**src/rtl/alu_pkg.sv**
```systemverilog
// Shared definitions for the ALU arbiter: opcodes, FSM encoding, opcode legality.
package alu_pkg;

  localparam int WIDTH = 16;
  localparam int OP_W  = 3;

  localparam logic [OP_W-1:0] OP_ADD    = 3'b000;
  localparam logic [OP_W-1:0] OP_SUB    = 3'b001;
  localparam logic [OP_W-1:0] OP_MUL    = 3'b010;
  localparam logic [OP_W-1:0] OP_PASS_A = 3'b011;
  localparam logic [OP_W-1:0] OP_PASS_B = 3'b100;
  localparam logic [OP_W-1:0] OP_NOP    = 3'b111;

  typedef enum logic [1:0] {
    ST_IDLE  = 2'd0,
    ST_ISSUE = 2'd1,
    ST_WAIT  = 2'd2,
    ST_RESP  = 2'd3
  } state_t;

  // Opcodes above pass-B are rejected without touching the ALU.
  function automatic logic is_legal_op(input logic [OP_W-1:0] op);
    return (op <= OP_PASS_B);
  endfunction

endpackage

```
**src/rtl/alu_arbiter_rr_arb2.sv**
```systemverilog
// Two-input round-robin grant: a lone requester wins, a tie goes to the one
// that was not granted last.
module rr_arb2 (
  input  logic valid0,
  input  logic valid1,
  input  logic last_grant,
  output logic grant_valid,
  output logic grant
);

  // Purely combinational grant selection from the current valids.
  always_comb begin
    // NOTE: every output gets a default first so no path leaves it unassigned (no latch).
    grant_valid = valid0 | valid1;
    grant       = 1'b0;
    if (valid0 && valid1) begin
      grant = ~last_grant;
    end else if (valid1) begin
      grant = 1'b1;
    end
  end

endmodule

```
**src/rtl/alu_arbiter.sv**
```systemverilog
// Shares one registered ALU between two requesters: round-robin accept,
// one-cycle issue, wait out the ALU latency, return the result to the owner.
module alu_arbiter
  import alu_pkg::*;
#(
  parameter int WIDTH = alu_pkg::WIDTH,
  parameter int OP_W  = alu_pkg::OP_W
) (
  input  logic             clk,
  input  logic             rst_n,

  input  logic             req0_valid,
  output logic             req0_ready,
  input  logic [OP_W-1:0]  req0_op,
  input  logic [WIDTH-1:0] req0_a,
  input  logic [WIDTH-1:0] req0_b,

  input  logic             req1_valid,
  output logic             req1_ready,
  input  logic [OP_W-1:0]  req1_op,
  input  logic [WIDTH-1:0] req1_a,
  input  logic [WIDTH-1:0] req1_b,

  output logic             resp0_valid,
  input  logic             resp0_ready,
  output logic             resp1_valid,
  input  logic             resp1_ready,
  output logic [WIDTH-1:0] resp_data,
  output logic             resp_z,
  output logic             resp_err,

  output logic [WIDTH-1:0] alu_a,
  output logic [WIDTH-1:0] alu_b,
  output logic [OP_W-1:0]  alu_sel,
  input  logic [WIDTH-1:0] alu_out,
  input  logic             alu_z,

  output logic             busy
);

  state_t           state_q, state_d;
  logic [OP_W-1:0]  op_q;
  logic [WIDTH-1:0] a_q, b_q;
  logic             owner_q;
  logic             last_grant_q;
  logic [WIDTH-1:0] data_q;
  logic             z_q, err_q;

  logic             grant_valid, grant;
  logic             accept, resp_fire;
  logic [OP_W-1:0]  sel_op;
  logic [WIDTH-1:0] sel_a, sel_b;

  rr_arb2 u_arb (
    .valid0      (req0_valid),
    .valid1      (req1_valid),
    .last_grant  (last_grant_q),
    .grant_valid (grant_valid),
    .grant       (grant)
  );

  assign accept    = (state_q == ST_IDLE) && grant_valid;
  assign resp_fire = (state_q == ST_RESP) && (owner_q ? resp1_ready : resp0_ready);
  assign sel_op    = grant ? req1_op : req0_op;
  assign sel_a     = grant ? req1_a  : req0_a;
  assign sel_b     = grant ? req1_b  : req0_b;

  // State register with synchronous reset; a reset drops any in-flight op.
  always_ff @(posedge clk) begin
    // NOTE: sequential state uses non-blocking assignments so all flops update together.
    if (!rst_n) begin
      state_q <= ST_IDLE;
    end else begin
      state_q <= state_d;
    end
  end

  // Next-state logic: illegal opcodes skip the ALU and go straight to RESP.
  always_comb begin
    state_d = state_q;
    unique case (state_q)
      ST_IDLE:  if (accept) state_d = is_legal_op(sel_op) ? ST_ISSUE : ST_RESP;
      ST_ISSUE: state_d = ST_WAIT;
      ST_WAIT:  state_d = ST_RESP;
      ST_RESP:  if (resp_fire) state_d = ST_IDLE;
      default:  state_d = ST_IDLE;
    endcase
  end

  // Operation latch, result capture and round-robin history.
  always_ff @(posedge clk) begin
    if (!rst_n) begin
      op_q         <= OP_NOP;
      a_q          <= '0;
      b_q          <= '0;
      owner_q      <= 1'b0;
      last_grant_q <= 1'b1;
      data_q       <= '0;
      z_q          <= 1'b0;
      err_q        <= 1'b0;
    end else begin
      if (accept) begin
        op_q    <= sel_op;
        a_q     <= sel_a;
        b_q     <= sel_b;
        owner_q <= grant;
        data_q  <= '0;
        z_q     <= 1'b0;
        err_q   <= ~is_legal_op(sel_op);
      end
      if (state_q == ST_WAIT) begin
        data_q <= alu_out;
        z_q    <= alu_z;
        err_q  <= 1'b0;
      end
      if (resp_fire) begin
        last_grant_q <= owner_q;
      end
    end
  end

  // Handshake and ALU drive decoded from the current state.
  always_comb begin
    req0_ready  = 1'b0;
    req1_ready  = 1'b0;
    resp0_valid = 1'b0;
    resp1_valid = 1'b0;
    alu_a       = '0;
    alu_b       = '0;
    alu_sel     = OP_NOP;
    busy        = (state_q != ST_IDLE);
    unique case (state_q)
      ST_IDLE: begin
        req0_ready = grant_valid && !grant;
        req1_ready = grant_valid &&  grant;
      end
      ST_ISSUE: begin
        alu_a   = a_q;
        alu_b   = b_q;
        alu_sel = op_q;
      end
      ST_RESP: begin
        resp0_valid = !owner_q;
        resp1_valid =  owner_q;
      end
      default: ;
    endcase
  end

  assign resp_data = data_q;
  assign resp_z    = z_q;
  assign resp_err  = err_q;

endmodule

```
**config.mk**
```make
export PLATFORM = sky130hd
export DESIGN_NAME = alu_arbiter
export DESIGN_NICKNAME = d
export VERILOG_FILES = /design/src/rtl/alu_pkg.sv /design/src/rtl/alu_arbiter_rr_arb2.sv /design/src/rtl/alu_arbiter.sv
export SDC_FILE = /design/constraint.sdc
export NUM_CORES = 1
export LEC_CHECK = 0
export ABC_AREA = 1
export CORE_MARGIN = 2
export CORE_UTILIZATION = 35
export DETAILED_ROUTE_END_ITERATION = 8
export PLACE_DENSITY = 0.76
export SYNTH_ARGS = -nofsm -noshare
export SYNTH_HDL_FRONTEND = slang
export SYNTH_SLANG_ARGS = --single-unit
```
**constraint.sdc**
```tcl
create_clock -name clk -period 1.5 [get_ports clk]
set_clock_uncertainty 0.05 [all_clocks]
set_input_delay 0.3 -clock clk [delete_from_list [all_inputs] [get_ports clk]]
set_output_delay 0.3 -clock clk [all_outputs]
set_load 0.01 [all_outputs]
```
---- Word level (Yosys, flattened, before mapping) ----
Index checks and enable logic that the tools add are counted.
word-level totals
  output and inout bits ................... 58
  flip-flop bits (word level) ............. 57
  input bits .............................. 93
operators by class
  equality and inequality tests ........... 5
  bitwise gates (word level) .............. 4
  order comparisons ....................... 1
  muxes and demuxes ....................... 21
  reduce and logical (&&, ||, !) cells .... 12
operator list
  kind                                                                    number
  16-bit two-way mux                                                      6
  1-bit two-way mux                                                       9
  2-bit one-hot mux with 4 select lines                                   1
  2-bit two-way mux                                                       3
  3-bit two-way mux                                                       2
  1-bit logical AND                                                       5
  2-bit equality test (second input constant)                             2
  2-bit != test (second input constant)                                   2
  2-bit nonzero test                                                      2
  3-bit <= comparator (second input constant)                             1
  1-bit NOT                                                               3
  2-bit by 1-bit equality test with 1-bit output (second input constant)  1
  1-bit zero test                                                         2
  2-bit zero test                                                         1
  2-bit AND reduction                                                     1
  2-bit OR reduction                                                      1
  1-bit OR                                                                1

---- Logic depth before layout (Yosys ltp) ----
Gate-level depths: netlist of the first run.
  depth after elaboration ................. 7
  mapped depth ............................ 9

---- Cells and area by module ----
A second synthesis of the first run with hierarchy kept.
unflattened totals
  cell total of the unflattened synthesis .. 432
  area total of the unflattened synthesis .. 2960.3 µm²
modules (own cells, without submodules)
  module       cells each  area an instance (µm²)  sequential area each (µm²)  instances
  alu_arbiter  429         2945.3                  1141.1                      1
  rr_arb2      3           15.0                    0.0                         1

---- Worst setup path before layout of the first run ----
No wires, ideal clock.
  path type ............................... register to output
  start ................................... register state_q[0]
  end ..................................... output port req0_ready
  setup slack ............................. -0.036 ns
  data required time ...................... 1.150 ns
  buffers on the path ..................... 1
  arrival time ............................ 1.186 ns
  cell stages (with the launch flop) ...... 8
  path through ............................ dfxtp_1 inv_1 ha_1 inv_2 nor2_2 inv_4 nor2_8 buf_8
between the ends
  longest elaborated chain between the ends .. 2
ends and longest elaborated chain
  what                    line                source
  start, declared         alu_arbiter.sv:41   state_t state_q, state_d;
  start signal, assigned  alu_arbiter.sv:74   state_q <= state_d;
  2-bit zero test         alu_arbiter.sv:132  unique case (state_q)
  1-bit two-way mux       alu_arbiter.sv:132
  end, declared           alu_arbiter.sv:13   output logic req0_ready,
Every way passes these cells.

---- Worst setup path in the final report of the first run ----
  start ................................... register state_q[1]
  end ..................................... output port alu_a[3]
between the ends
  longest elaborated chain between the ends .. 2
ends and longest elaborated chain
  what                                            line                source
  2-bit by 1-bit equality test with 1-bit output  alu_arbiter.sv:132
  16-bit two-way mux                              alu_arbiter.sv:132
  end, declared                                   alu_arbiter.sv:32   output logic [WIDTH-1:0] alu_a,
Every way passes these cells.

==> qor.txt, run 1 <==
outcome: finished, violations left
failing checks: setup timing
Startpoint Class: register
fin area: 5050 sq um
Nets: 659
crit path launch: state_q[1]
peak supply drop: 0.917 mV
antenna viol nets, final: 0
number of global-route vias before repair: 2981
crit path DAT: 1.40 ns
pin count of the biggest net entering global routing: 42
crit path kind: reg2out
critical path's largest stage delay: 0.35 ns
DP HPWL: 6260 um
Crit. End Element: output pin
Placed Area: 4450 sq um
Rel. slew slack: 82.9%
Cell variety after synth: 25
Fin. Hold Viols: 0
DRC Markers: 0
r2r startpoint: state_q[0]
Max FO, Critical Path: 7
gpl congestion: 0.799
GR Overflow Total: 0
cell mode on critical path: buf_8
initial antenna violation count: 0
via count: 3195
H-tree depth: 3
Worst-path clk slew: 0.07 ns
final setup TNS: -7.29 ns
register area share after synthesis: 41.2%
minimum clock period after layout: 1.75 ns
PnR worst setup slack: -0.246 ns
routed wire length: 8930 um
CTS Sinks: 57
Leak: 0.00245 uW
ys async rst share: 0%
IO Pins: 151
delay-heaviest family, CP: buffers and inverters
CP bufs+invs: 5
final setup fails: 40
Die Y: 92.9 um
yosys warns: 0
Worst Tran Pin Value: 0.257 ns
first-pass GRT wire length: 13900 um
Vias/cell: 4.78
DR WL/cell: 13.3 um
Total GRT Usage: 20.4%
clock root buffer master: clkbuf_8
Power Dens Cells: 1580 nW/um^2
crit share post-route: 116%
Max Slew Vio Count: 0
Pre-antenna DRT Iters: 4
Hold Crit Class: reg2reg
layout overhead on the synthesized area: 82.3%
max frequency: 573 MHz
Mapped Area: 2770 sq um
ys flop type: dfxtp_1
CTS tree: built
Syn Inst Count: 393
PortBufs: 150
Hold Path Origin: resp_data[8]
share of cells above drive strength 1: 32.1%
Initial Util: 36.0%
Critical Path Slowest Stage Cell: dfxtp_2
die area: 8640 sq um
RSZ-0062 raised after global routing: true
Max-Cap Viols: 0
die width: 92.9 um
Max clock buf depth: 2
clock latency on the worst-skew pair: 0.34 ns
WP data required: 1.15 ns
Antenna Cells: 0
Iter 0 DRT Violations: 125
Syn Nets: 490
syn_area_per_cell: 7.04 sq um
CTS buffer count: 9
synthesized flop and latch total: 57
Post-synth EDFFs: 0
critical-path cell list: inv_4, ha_4, buf_8, buf_8, nand2_4, inv_2, buf_6
core area: 7690 sq um
std cell rows: 32
-- registers in the layout, summed over array words and instances, names as in the netlist --
signal / flops
a_q: 16
resp_z: 1
resp_data: 16
last_grant_q: 1
state_q: 2
b_q: 16
op_q: 3
owner_q: 1
resp_err: 1
-- metrics by stage --
stage / worst slack (ns) / power [uW] / utilization (%) / instances / hold WS [ns]
2_1_floorplan: -0.0343 / 4020 / - / 393 / 0.398
6_report: -0.246 / 7960 / 65.6 / 669 / 0.424
4_1_cts: -0.250 / 7590 / 62.7 / 669 / 0.430
5_1_grt: -0.301 / 8460 / 65.6 / 669 / 0.453
3_3_place_gp: -0.592 / 5380 / 57.9 / 642 / 0.410
3_5_place_dp: -0.604 / 5450 / 57.9 / 642 / 0.423
-- cell usage after synthesis (3+ instances only) --
cell,n,area [sq um]
a31oi_1,22,138
dfxtp_1,57,1140
o211ai_1,3,22.5
nand2_2,10,62.6
nand3_1,21,105
a21oi_1,24,120
ha_1,4,50.1
buf_2,13,65.1
o21ai_0,14,70.1
a31oi_2,10,125
inv_1,44,165
nor2_1,3,11.3
nand2_1,145,544
clkbuf_1,8,30.0
-- path summary, 6_finish.rpt --
path,slack (ns),endpoint,cells past startpoint
max,-0.25,alu_a[3],7
min,0.42,resp_data[8],2
max reg2reg,0.03,a_q[6],8
min reg2reg,0.42,resp_data[8],2
-- where the power goes --
group          internal, uW  switching [uW]  leakage [uW]
Sequential             1970             338      0.000469
Combinational          2060            2160       0.00188
Clock                   806             628     0.0000953
-- kinds of logic (layout without fill, tap and decap cells) --
kind of cell    after synthesis  after routing  synth area share (%)
compound gates               75             75                  17.5
fa+ha+maj                     4              4                  1.81
buf+inv                      74            248                  11.8
flops                        57             57                  41.2
simple gates                183            183                  27.6
-- worst min-delay path, stage by stage, from the launching register on --
cell	delay, ns
dfxtp_1	0.31
nand3_1	0.07
a21oi_1	0.05
-- per-layer routing --
metal | share of wire, % | vias up | global-route usage (%)
li1 | - | 1592 | -
met1 | 42 | 1472 | 23.8
met2 | 50 | 118 | 34.9
met3 | 7.0 | 13 | 5.45
met4 | 1.8 | 0 | 8.82
met5 | 0 | - | 0
-- cell usage in the layout (no fill, tap or decap), drive strengths merged, types with 2 or more instances in the layout --
| cell type | netlist | routed |
|---|---|---|
| nand3 | 21 | 21 |
| clkinv | 1 | 3 |
| dfxtp | 57 | 57 |
| o21ai | 16 | 16 |
| a21oi | 24 | 24 |
| clkdlybuf4s50 | 0 | 91 |
| nand2 | 155 | 155 |
| clkinvlp | 0 | 2 |
| inv | 47 | 47 |
| buf | 18 | 74 |
| clkbuf | 8 | 11 |
| o211ai | 3 | 3 |
| nor2 | 6 | 6 |
| dlygate4sd2 | 0 | 18 |
| a31oi | 32 | 32 |
| ha | 4 | 4 |
-- cell type report --
| cell class | instances | area [sq um] |
|---|---|---|
| repair buffers | 184 | 1860 |
| clock inverters | 5 | 55.1 |
| clock buffers | 11 | 141 |
| flip-flops and latches | 57 | 1150 |
| fillers | 656 | 2640 |
| inverters | 48 | 193 |
| well taps | 102 | 128 |
| multi-input cells | 262 | 1530 |
-- what timing repair did --
action,4_1_cts,5_1_grt
resized for setup,266,64
setup buffers,8,2
pin swaps,32,6
gates cloned,3,0
endpoints found under the setup margin,100,93
hold buffers,0,0
Power figures use the tool's default switching activity.
==> run 2: changes to the inputs <==
--- a/config.mk
+++ b/config.mk
@@ -5,11 +5,10 @@
 export SDC_FILE = /design/constraint.sdc
 export NUM_CORES = 1
 export LEC_CHECK = 0
-export ABC_AREA = 1
 export CORE_MARGIN = 2
 export CORE_UTILIZATION = 35
 export DETAILED_ROUTE_END_ITERATION = 8
-export PLACE_DENSITY = 0.76
+export PLACE_DENSITY = 0.77
 export SYNTH_ARGS = -nofsm -noshare
 export SYNTH_HDL_FRONTEND = slang
 export SYNTH_SLANG_ARGS = --single-unit
==> run 2 against run 1 <==
Net effect:
- the flow still finishes with violations (setup timing)
- final area increased by 1.3%
- register-to-register slack got worse by 0.13 ns
- core utilization rose by 1.2 points
- wire length increased by 4.4%
- area after synthesis fell by 0.72%
- worst setup slack improved by 0.048 ns
- sequential share of layout area shrank 0.30 points
- non-clock buffer count increased by 8
- combinational power rose by 6.9%
- sequential power fell by 6%
- via count fell by 7.9%
==> qor.txt, run 2 <==
outcome: finished, violations left
failing checks: setup timing
CTS Sinks: 57
Leak: 0.00231 uW
Max-Cap Viols: 0
XOR/XNOR share of the synthesized area: 0%
antenna viol nets, final: 0
number of global-route vias before repair: 3077
core area: 7650 sq um
delay-heaviest family, CP: flip-flops
crit path kind: reg2out
Worst Reg-to-Reg Cells: 10
Iter 0 DRT Violations: 140
most frequent cells in the layout: 89 x clkdlybuf4s50_1, 55 x dfxtp_1, 42 x nand2_1, 35 x and2_1, 25 x buf_6
clock root buffer master: clkbuf_8
Hold Path Cell Cnt: 2
PnR worst setup slack: -0.198 ns
largest family of logic cells by synthesized area: simple AND/OR/NAND/NOR gates
r2r startpoint: state_q[1]
yosys warns: 0
top cell type's share of synthesized area: 41.5%
crit share post-route: 113%
Power Dens Cells: 1590 nW/um^2
Initial Util: 35.9%
Max Slew Vio Count: 0
multiplexer area fraction after synthesis: 6.56%
commonest non-fill, non-tap cell in the layout: clkdlybuf4s50_1
CTS buffer count: 9
adder-cell share of the synthesized area: 1.82%
IO Pins: 151
fill cell count: 632
Syn Inst Count: 306
leading area contributor after synthesis: dfxtp_1
Syn Nets: 403
std cell rows: 32
clock latency on the worst-skew pair: 0.32 ns
CTS tree: built
RSZ-0062 raised after global routing: true
Worst Tran Pin Value: 0.375 ns
peak supply drop: 0.689 mV
Max clock buf depth: 2
Fin. Hold Viols: 0
layout overhead on the synthesized area: 86.1%
Hold Crit Class: in2reg
critical path's largest stage delay: 0.35 ns
Critical Path Slowest Stage Cell: dfxtp_2
Crit. End Element: output pin
synthesized flop and latch total: 57
Rel. slew slack: 74.3%
Post-synth EDFFs: 0
Hold Worst Slack: 0.282 ns
Cell variety after synth: 25
cts hold-fix bufs: 0
placed cells: 555
die width: 92.6 um
Finished Layout Cells: 592
Startpoint Class: register
Commonest cells post-synth: 57 x dfxtp_1, 52 x nand2_1, 50 x and2_1
Total GRT Usage: 21.3%
routed wire length: 9320 um
GR Overflow Total: 0
initial antenna violation count: 1
count leader, synth: dfxtp_1
final setup fails: 58
WP data required: 1.15 ns
Compound-Gate Fraction of Synth Area: 18.9%
register area share after synthesis: 41.5%
share of cells above drive strength 1: 28.8%
CP Depth: 5
first-pass GRT wire length: 14400 um
Hold Path Origin: rst_n
ys flop type: dfxtp_1
CP bufs+invs: 3
syn_area_per_cell: 8.98 sq um
Mapped Area: 2750 sq um
ranking of synthesized cells by area: dfxtp_1 42%, and2_1 11%, nand2_1 7.1%
Max FO, Critical Path: 9
gpl congestion: 0.749
ys async rst share: 0%
critical-path cell list: inv_2, ha_4, buf_6, and2_1, buf_2
Die Y: 92.6 um
via count: 2943
DRC Markers: 0
max frequency: 589 MHz
pin count of the biggest net entering global routing: 45
simple-gate share of the synthesized area: 25.5%
crit path launch: state_q[1]
H-tree depth: 3
minimum clock period after layout: 1.70 ns
Worst-path clk slew: 0.06 ns
Vias/cell: 4.97
Pre-antenna DRT Iters: 7
DR WL/cell: 15.7 um
DP HPWL: 5770 um
Nets: 581
PortBufs: 150
crit path DAT: 1.35 ns
die area: 8570 sq um
## run 2: cell types whose count changed after synthesis, moves of 19 or more
cell,before,now
nand2_1,145,52
nand3_1,21,0
nor2b_1,0,21
a31oi_1,22,0
and2_1,0,50
inv_1,44,3
a222oi_1,0,19
a21oi_1,24,3
## run 2: worst paths after layout
kind | endpoint | slack [ns]
worst max register to register | b_q[2] | -0.10
worst min-delay path | b_q[0] | 0.28
worst min register to register | op_q[1] | 0.43
worst max-delay path | alu_a[15] | -0.20
## run 2: area by class of cell
type | count | area [sq um] | area share [%]
diodes | 1 | 2.50 | 0.0489
clock buffers | 14 | 173 | 3.38
clock inverters | 2 | 35.0 | 0.685
inverters | 3 | 16.3 | 0.318
multi-input cells | 221 | 1640 | 32.1
flip-flops and latches | 57 | 1150 | 22.4
well taps | 102 | 128 | 2.50
repair buffers | 192 | 1970 | 38.5
## run 2: worst reg2reg max path: stages (launching register included)
cell     delay [ns]
dfxtp_2        0.33
inv_2          0.09
ha_4           0.17
buf_6          0.12
inv_4          0.04
buf_6          0.11
nor2_4         0.13
buf_12         0.14
buf_12         0.14
nand2_2        0.05
o211a_1        0.12
## run 2: cells by family after synthesis
logic type | Yosys count
AND/OR/NAND/NOR | 133
AO/OA/AOI/OAI | 66
flip-flops | 57
buffers and inverters | 28
multiplexers | 18
adder cells (fa/ha/maj) | 4
## run 2: metrics by stage
| stage | total power (uW) | utilization, % | setup TNS (ns) | cell area (sq um) | setup slack, ns |
|---|---|---|---|---|---|
| 6_report | 8150 | 66.9 | -7.37 | 5110 | -0.198 |
| 2_1_floorplan | 3920 | - | 0 | 2760 | 0.0312 |
| 3_5_place_dp | 5320 | 58.0 | -35.47 | 4440 | -0.598 |
| 4_1_cts | 7870 | 65.1 | -9.63 | 4980 | -0.259 |
| 5_1_grt | 8660 | 66.8 | -11.49 | 5110 | -0.250 |
| 3_3_place_gp | 5230 | 58.0 | -32.46 | 4440 | -0.576 |
## run 2: report_power, final
group / internal, uW / switching [uW] / total, uW
Sequential: 1940 / 230 / 2170
Combinational: 2480 / 2020 / 4510
Clock: 902 / 567 / 1470
Total: 5330 / 2820 / 8150
## run 2: metal layers
layer / global-route usage [%] / part of all wire, % / routed length (um) / up-vias
met4: 7.96 / 0.93 / 87 / 2
met5: 0 / 0.18 / 17 / -
li1: - / - / - / 1429
met3: 5.86 / 7.0 / 653 / 10
met2: 40.4 / 52 / 4880 / 108
met1: 22.2 / 39 / 3680 / 1394
## run 2: timing repair
item | in CTS | in global routing
pin swaps | 22 | 9
gates cloned | 7 | 1
gates resized for setup | 244 | 53
setup buffers | 13 | 2
setup endpoints to repair | 113 | 91
